### src/rtl/load_store_unit.sv
`timescale 1ns/1ps
// RV32I load/store unit between the pipeline and a word-addressed memory.
// Latency accept->resp_valid: fault 1, load 2, SW 2, SB/SH 3 (read-modify-write).
// Backpressure: req_ready only in IDLE; requests while busy are ignored, not queued.
module load_store_unit #(
   parameter int MEM_WORDS = 64
) (
   input  logic        clk,
   input  logic        reset,
   input  logic        req_valid,
   output logic        req_ready,
   input  logic        req_we,
   input  logic [2:0]  req_funct3,
   input  logic [31:0] req_addr,
   input  logic [31:0] req_wdata,
   output logic        resp_valid,
   output logic [31:0] resp_rdata,
   output logic        resp_fault,
   output logic [31:0] mem_a,
   output logic        mem_we,
   output logic [31:0] mem_wd,
   input  logic [31:0] mem_rd
);

   typedef enum logic [2:0] {IDLE, LOAD, RMW_READ, STORE, RESP} state_t;

   typedef struct packed {
      logic        we;
      logic [2:0]  funct3;
      logic [31:0] addr;
      logic [31:0] wdata;
   } req_t;

   localparam logic [31:0] MEM_WORDS_U = 32'(MEM_WORDS);

   state_t      state;
   req_t        cur;

   logic        legal_f3;
   logic        misaligned;
   logic        out_of_range;
   logic        req_fault;
   logic [31:0] word_idx;

   logic [31:0] lane;
   logic [31:0] load_data;
   logic [31:0] ins_data;
   logic [31:0] ins_mask;
   logic [31:0] merged;

   // Classify the incoming request: illegal width code, misalignment, range.
   always_comb begin
      word_idx = {2'b00, req_addr[31:2]};
      case (req_funct3)
         3'b000, 3'b001, 3'b010: legal_f3 = 1'b1;
         3'b100, 3'b101:         legal_f3 = !req_we;
         default:                legal_f3 = 1'b0;
      endcase
      case (req_funct3[1:0])
         2'b01:   misaligned = req_addr[0];
         2'b10:   misaligned = |req_addr[1:0];
         default: misaligned = 1'b0;
      endcase
      out_of_range = (word_idx >= MEM_WORDS_U);
      req_fault    = !legal_f3 || misaligned || out_of_range;
   end

   // Pick the addressed lane out of the read word and extend it.
   always_comb begin
      lane = mem_rd >> {cur.addr[1:0], 3'b000};
      case (cur.funct3)
         3'b000:  load_data = {{24{lane[7]}}, lane[7:0]};
         3'b001:  load_data = {{16{lane[15]}}, lane[15:0]};
         3'b100:  load_data = {24'h0, lane[7:0]};
         3'b101:  load_data = {16'h0, lane[15:0]};
         default: load_data = mem_rd;
      endcase
   end

   // Splice the store data into the word read back from memory.
   always_comb begin
      case (cur.funct3[1:0])
         2'b00: begin
            ins_mask = 32'h0000_00FF << {cur.addr[1:0], 3'b000};
            ins_data = {4{cur.wdata[7:0]}};
         end
         2'b01: begin
            ins_mask = 32'h0000_FFFF << {cur.addr[1], 4'b0000};
            ins_data = {2{cur.wdata[15:0]}};
         end
         default: begin
            ins_mask = 32'hFFFF_FFFF;
            ins_data = cur.wdata;
         end
      endcase
      merged = (mem_rd & ~ins_mask) | (ins_data & ins_mask);
   end

   // Access sequencer; every output is a register so reset clears them at once.
   // mem_wd doubles as the merge register: it is loaded with the spliced word
   // at the end of RMW_READ and presented to memory during STORE.
   always_ff @(posedge clk or posedge reset) begin
      if (reset) begin
         state      <= IDLE;
         cur        <= '0;
         req_ready  <= 1'b1;
         resp_valid <= 1'b0;
         resp_rdata <= 32'h0;
         resp_fault <= 1'b0;
         mem_a      <= 32'h0;
         mem_we     <= 1'b0;
         mem_wd     <= 32'h0;
      end else begin
         case (state)
            IDLE: begin
               if (req_valid) begin
                  cur       <= '{we: req_we, funct3: req_funct3, addr: req_addr, wdata: req_wdata};
                  req_ready <= 1'b0;
                  if (req_fault) begin
                     state      <= RESP;
                     resp_valid <= 1'b1;
                     resp_fault <= 1'b1;
                  end else if (!req_we) begin
                     state <= LOAD;
                     mem_a <= {req_addr[31:2], 2'b00};
                  end else if (req_funct3[1]) begin
                     state  <= STORE;
                     mem_a  <= {req_addr[31:2], 2'b00};
                     mem_we <= 1'b1;
                     mem_wd <= req_wdata;
                  end else begin
                     state <= RMW_READ;
                     mem_a <= {req_addr[31:2], 2'b00};
                  end
               end
            end
            LOAD: begin
               state      <= RESP;
               resp_valid <= 1'b1;
               resp_rdata <= cur.we ? 32'h0 : load_data;
               mem_a      <= 32'h0;
            end
            RMW_READ: begin
               state  <= STORE;
               mem_a  <= {cur.addr[31:2], 2'b00};
               mem_we <= 1'b1;
               mem_wd <= merged;
            end
            STORE: begin
               state      <= RESP;
               resp_valid <= 1'b1;
               mem_a      <= 32'h0;
               mem_we     <= 1'b0;
               mem_wd     <= 32'h0;
            end
            RESP: begin
               state      <= IDLE;
               req_ready  <= 1'b1;
               resp_valid <= 1'b0;
               resp_rdata <= 32'h0;
               resp_fault <= 1'b0;
            end
            default: begin
               state      <= IDLE;
               req_ready  <= 1'b1;
               resp_valid <= 1'b0;
               resp_rdata <= 32'h0;
               resp_fault <= 1'b0;
               mem_a      <= 32'h0;
               mem_we     <= 1'b0;
               mem_wd     <= 32'h0;
            end
         endcase
      end
   end

endmodule

### config.mk
export PLATFORM = sky130hd
export DESIGN_NAME = load_store_unit
export DESIGN_NICKNAME = d
export VERILOG_FILES = /design/src/rtl/load_store_unit.sv
export SDC_FILE = /design/constraint.sdc
export NUM_CORES = 1
export LEC_CHECK = 0
export ABC_AREA = 1
export CAP_MARGIN = 20
export CORE_MARGIN = 10
export CORE_UTILIZATION = 65
export CTS_BUF_LIST = sky130_fd_sc_hd__clkbuf_2
export DETAILED_ROUTE_END_ITERATION = 10
export DONT_BUFFER_PORTS = 1
export GPL_ROUTABILITY_DRIVEN = 0
export HOLD_SLACK_MARGIN = 0.1
export PLACE_DENSITY = 0.9
export SLEW_MARGIN = 10
export SYNTH_ARGS = -nofsm -noshare
export SYNTH_HDL_FRONTEND = slang
export SYNTH_SLANG_ARGS = --single-unit
### constraint.sdc
create_clock -name clk -period 11.18 [get_ports clk]
set_input_delay 2.236 -clock clk [delete_from_list [all_inputs] [get_ports clk]]
set_output_delay 2.236 -clock clk [all_outputs]
set_load 0.01 [all_outputs]
; After elaboration in Yosys (flattened, before gate mapping)
; Index checks and enable logic that the tools add are counted.
[op_classes]
n_reduce_logical = 21
shift = 3
n_bitwise = 8
n_eq_ne = 19
mux = 31
order_cmp = 1
[ops]
columns = cell, n
row1 = $mux W32, 7
row2 = $pmux W32 S2, 3
row3 = $pmux W32 S3, 2
row4 = $pmux W32 S4, 1
row5 = $and A32 B32 Y32, 2
row6 = $not A32 Y32, 1
row7 = $or A32 B32 Y32, 1
row8 = $shl A16 B5 Y32 const A, 1
row9 = $shl A8 B5 Y32 const A, 1
row10 = $shr A32 B5 Y16, 1
row11 = $ge A30 B7 Y1 const B, 1
row12 = $eq A3 B3 Y1 const B, 5
row13 = $ne A2 B2 Y1 const B, 5
row14 = $eq A3 B1 Y1 const B, 3
row15 = $eq A3 B2 Y1 const B, 3
row16 = $logic_not A3 Y1, 3
row17 = $pmux W3 S3, 1
row18 = $reduce_and A3 Y1, 3
row19 = $reduce_or A3 Y1, 3
row20 = $mux W1, 8
row21 = $pmux W1 S2, 4
row22 = $reduce_or A2 Y1, 4
row23 = $mux W3, 2
row24 = $pmux W1 S3, 2
row25 = other kinds (9), 16
[word_totals]
reg_bits = 171
output_inout_bits = 100
inputBits = 103
elab_cells = 95

; Longest topological paths before layout
[logic_depth]
depth_word = 9
depth_mapped = 12
mapped_depth_nobuf = 11

; Worst setup path before layout
; No wires, ideal clock.
[synth_timing]
path_kind = input to register
start = input port req_funct3[0]
end = register mem_wd[0]
setup_slack_ns = 7.676
path_stages = 11
setup_ns = 0.117
required_time_ns = 11.063
t_arrival_ns = 3.388
n_path_buf = 1
path_cell_list = inv_1 ha_1 a21oi_2 and2b_4 nor2_4 nand2_1 nand2_1 nand3_4 buf_6 nand2_1 nand2_1
[synth_between]
elab_chain_len = 8
elab_cells_between_ends = 16
cone_classes = 7 x eq/ne / 2 x mux / 7 x reduce/logical
[synth_lines]
columns = item, line_no
row1 = start: declaration, 13  ; input logic [2:0] req_funct3,
row2 = $eq A3 B1 Y1 (tied with other cells), 54  ; case (req_funct3)
row3 = $reduce_or A3 Y1 or $reduce_or A2 Y1 (tied branches), 54
row4 = $pmux W1 S2, 54
row5 = $logic_not A1 Y1, 65  ; req_fault = !legal_f3 || misaligned || out_of_range;
row6 = $logic_or A1 B1 Y1 * (2 in series), 65
row7 = $ne A2 B2 Y1 (no line) *, n/a
row8 = $reduce_and A5 Y1 (no line) *, n/a
row9 = end signal: assignment, 130  ; mem_wd <= req_wdata;
row10 = end signal: assignment, 147  ; mem_wd <= merged;
row11 = end: declaration, 21  ; output logic [31:0] mem_wd,
; Every way passes the cells marked *; elsewhere a longest branch is shown, timed or not.
; A chain may end at the register's enable or synchronous reset.

; Worst setup path after layout
[layout_timing]
start = input port req_valid
end = register mem_wd[25]
[layout_between]
elab_chain_len = 2
[layout_lines]
columns = item, line_no
row1 = start: declaration, 10  ; input logic req_valid,
row2 = $ne A2 B2 Y1 (no line), n/a
row3 = $reduce_and A5 Y1 (no line), n/a
; Every way passes these cells.

==> summary.log <==
INFO  outcome        status=finished clean
INFO  routing        post_detailed_route_via_to_cell_ratio=6.06
INFO  final_layout   diodes=0
INFO  logic_synthesis synth_edf_count=0
INFO  logic_synthesis post-synth-top-area-fraction=49.7%
INFO  setup_path     crit_path_end=mem_wd[25]
INFO  global_route   grt.total_usage=26.8%
INFO  cts            worstSkewPairLatency=0.77ns
INFO  die            floorplan.die_area=18000um2
INFO  routing        firstDrtPassIters=6
INFO  sta            timing.slew.headroom=34.7%
INFO  sta            setup_tns=0ns
INFO  final_layout   finalNetCount=1130
INFO  routing        drtIter0Drc=974
INFO  die            rows=41
INFO  power          power.ir.vdd_worst=125uV
INFO  hold_path      hp-class=reg2reg
INFO  logic_synthesis synth.largest_area_cell=sky130_fd_sc_hd__dfrtp_1
INFO  die            core-area=12700um2
INFO  sta            timing.final.hold_violations=0
INFO  power          leakage=4.50nW
INFO  global_route   grt_antenna_before_repair=0
INFO  setup_path     cpMaxStageDelayCell=sky130_fd_sc_hd__nand2_2
INFO  setup_path     critical_path.cell_chain=clkinv_1 -> buf_16 -> nor2_1 -> nand3_2 -> nand2_2 -> nand3_1 -> nand2_1
INFO  global_route   pin_count_of_the_biggest_net_entering_global_routing=96
INFO  cts            cts.path.max_buffers=2
INFO  routing        total_wire_length_after_detailed_routing=24400um
INFO  final_layout   finalCoreUtilization=68.4%
INFO  routing        vias=7332
INFO  placement      pre_cts_slack=5.95ns
INFO  setup_path     crit_path_max_incr_delay=0.79ns
INFO  cts            holdBufCountCts=0
INFO  die            design.portCount=203
INFO  placement      hpwl=17400um
INFO  final_layout   finish.instance_area=8670um2
INFO  cts            cts_repair_resize_count=0
INFO  logic_synthesis post_synth.cell_area_avg=7.94um2
INFO  setup_path     worst-r2r-cell-count=7
INFO  logic_synthesis ys_async_sr_fraction=100%
INFO  setup_path     regToRegStartpoint=cur[65]
INFO  placement      placement.io_buffers=0
INFO  logic_synthesis yosys_warn_count=0
INFO  sta            finClkSkew=0.0343ns
INFO  die            initial_utilization=66.7%
INFO  routing        drtAntennaViolNets=0
INFO  cts            cts_made_buffers=17
INFO  global_route   overflow=0
INFO  setup_path     cp_num_cells=7
INFO  logic_synthesis yosys_register_bits=169
INFO  cts            tritoncts=built
INFO  setup_path     r2r_end=resp_rdata[19]
INFO  sta            timing.final.crit_period=3.81ns
INFO  setup_path     critical_path_required=11.91ns
INFO  sta            worst-slew-pin-transition=0.979ns
INFO  logic_synthesis synth_area=8450um2
INFO  cts            cts.sinks=169
INFO  sta            final_critical_path_setup_slack=7.37ns
INFO  sta            setup_viol=0
INFO  setup_path     ff_to_ff_setup_slack=8.31ns
INFO  die            die-height=134um
INFO  global_route   first_global_vias=6962
INFO  cts            clkTransAtPathRegs=0.25ns
INFO  final_layout   flow.area_growth_from_synthesis=2.55%
INFO  hold_path      worstHoldStart=cur[47]
INFO  setup_path     worst-path-max-fanout=39
INFO  run            max_cap_violations=0
INFO  setup_path     critPathLaunchType=input pin
INFO  setup_path     worst_setup_path_startpoint=req_valid
INFO  global_route   wire_length_of_the_first_global_routing_pass=38200um
INFO  die            die_x=134um
INFO  sta            period_share=34.1%
INFO  logic_synthesis synth-seq-area-share=50.1%
INFO  placement      post_detailed_placement_cell_area=8330um2
INFO  routing        drc_errors=0
INFO  final_layout   final_layout_size_suffix_gt1_share=7.71%
INFO  setup_path     setup.worst_path.end_class=flop
INFO  routing        wl_per_cell=20.1um
INFO  cts            number_of_buffers_inserted_by_post_cts_setup_repair=0
INFO  sta            timing_max_transition_violations_final=0
INFO  cts            cts-htree-levels=4
INFO  setup_path     arrival=4.54ns
INFO  setup_path     path_buf_inv=2
INFO  setup_path     worstSetupPathType=in2reg
INFO  logic_synthesis synth.area.top_cells=sky130_fd_sc_hd__dfrtp_1 50%, sky130_fd_sc_hd__nand2_1 17%, sky130_fd_sc_hd__o21ai_0 5.2%
INFO  logic_synthesis cell_count_after_synthesis=1065
INFO  setup_path     cpLargestDelayFamily=simple AND/OR/NAND/NOR gates
INFO  cts            clock-root-buffer=sky130_fd_sc_hd__clkbuf_2
INFO  sta            achievable-frequency=262MHz
INFO  logic_synthesis synth-main-ff-cell=sky130_fd_sc_hd__dfrtp_1
INFO  final_layout   most-common-layout-cells=392 x sky130_fd_sc_hd__nand2_1, 168 x sky130_fd_sc_hd__dfrtp_1, 87 x sky130_fd_sc_hd__o21ai_0
INFO  logic_synthesis synth.lib_cells_used.distinct=36
INFO  final_layout   layout_commonest_cell=sky130_fd_sc_hd__nand2_1
INFO  sta            grt_setup_unrepaired=no
INFO  power          cell_pwr_density=229nW/um2
## how the worst min path moves through the flow
stage	slack, ns	cells past startpoint	endpoint
2_1_floorplan	0.44	2	cur[40]
3_3_place_gp	0.45	2	cur[51]
3_5_place_dp	0.46	2	cur[55]
4_1_cts	0.49	2	mem_a[24]
5_1_grt	0.52	2	cur[52]
6_report	0.49	2	mem_a[15]
## per-stage QoR
step | instances | total power, mW | hold slack, ns
finish | 1210 | 1.99 | 0.495
global route | 1210 | 2.12 | 0.524
CTS | 1208 | 1.97 | 0.492
detailed placement | 1176 | 1.60 | 0.459
global placement | 1176 | 1.57 | 0.454
floorplan | 1066 | 1.48 | 0.442
## Yosys cell counts (5+ instances only)
library cell and n:
sky130_fd_sc_hd__buf_6 9, sky130_fd_sc_hd__o22ai_1 30, sky130_fd_sc_hd__buf_2 27, sky130_fd_sc_hd__nand2_1 392, sky130_fd_sc_hd__o21ai_0 87, sky130_fd_sc_hd__buf_4 10
sky130_fd_sc_hd__a21oi_1 33, sky130_fd_sc_hd__nand3_1 83, sky130_fd_sc_hd__o21ai_1 19, sky130_fd_sc_hd__nand2_2 5, sky130_fd_sc_hd__o211ai_2 10, sky130_fd_sc_hd__nor2_1 36
sky130_fd_sc_hd__clkbuf_1 20, sky130_fd_sc_hd__inv_2 7, sky130_fd_sc_hd__o221ai_1 9, sky130_fd_sc_hd__o211ai_1 21, sky130_fd_sc_hd__dfrtp_1 168, sky130_fd_sc_hd__inv_1 69
## tightest hold or removal path, cell delays in order (launching register included)
cell	delay (ns)
sky130_fd_sc_hd__dfrtp_1	0.40
sky130_fd_sc_hd__nand2_1	0.05
sky130_fd_sc_hd__nand2_1	0.06
## power breakdown
group          internal (mW)  total, mW  switching [mW]
Combinational          0.191      0.686           0.495
Sequential             0.768      0.926           0.158
Clock                  0.151      0.374           0.224
Total                   1.11       1.99           0.877
## sequential cells by signal, summed over array words and instances, names as in the netlist
signal	cells
req_ready	1
resp_valid	1
cur	68
resp_rdata	32
state	3
mem_we	1
mem_a	30
mem_wd	32
resp_fault	1
## per-layer routing
layer / vias up / wire, um / track usage, %
met4: 0 / 1110 / 12.2
li1: 3393 / - / -
met2: 447 / 11200 / 41.6
met1: 3410 / 8670 / 31.9
met3: 82 / 3390 / 11.1
met5: - / 0 / 0
## cell type report
class | count | area, um2
tap | 172 | 215
clock inverter | 14 | 193
multi-input combinational | 752 | 3550
timing repair buffer | 6 | 85.1
inverter | 79 | 307
sequential | 169 | 4230
clock buffer | 18 | 90.1
fill | 1056 | 4000
## cells by family after synthesis
family	count (synthesis)	share of synthesized area, %
compound gates	216	15.4
simple gates	532	26.0
fa+ha+maj	2	0.296
flops	169	50.1
other cells	1	0.0444
buf+inv	145	8.14
Power figures use the tool's default switching activity.
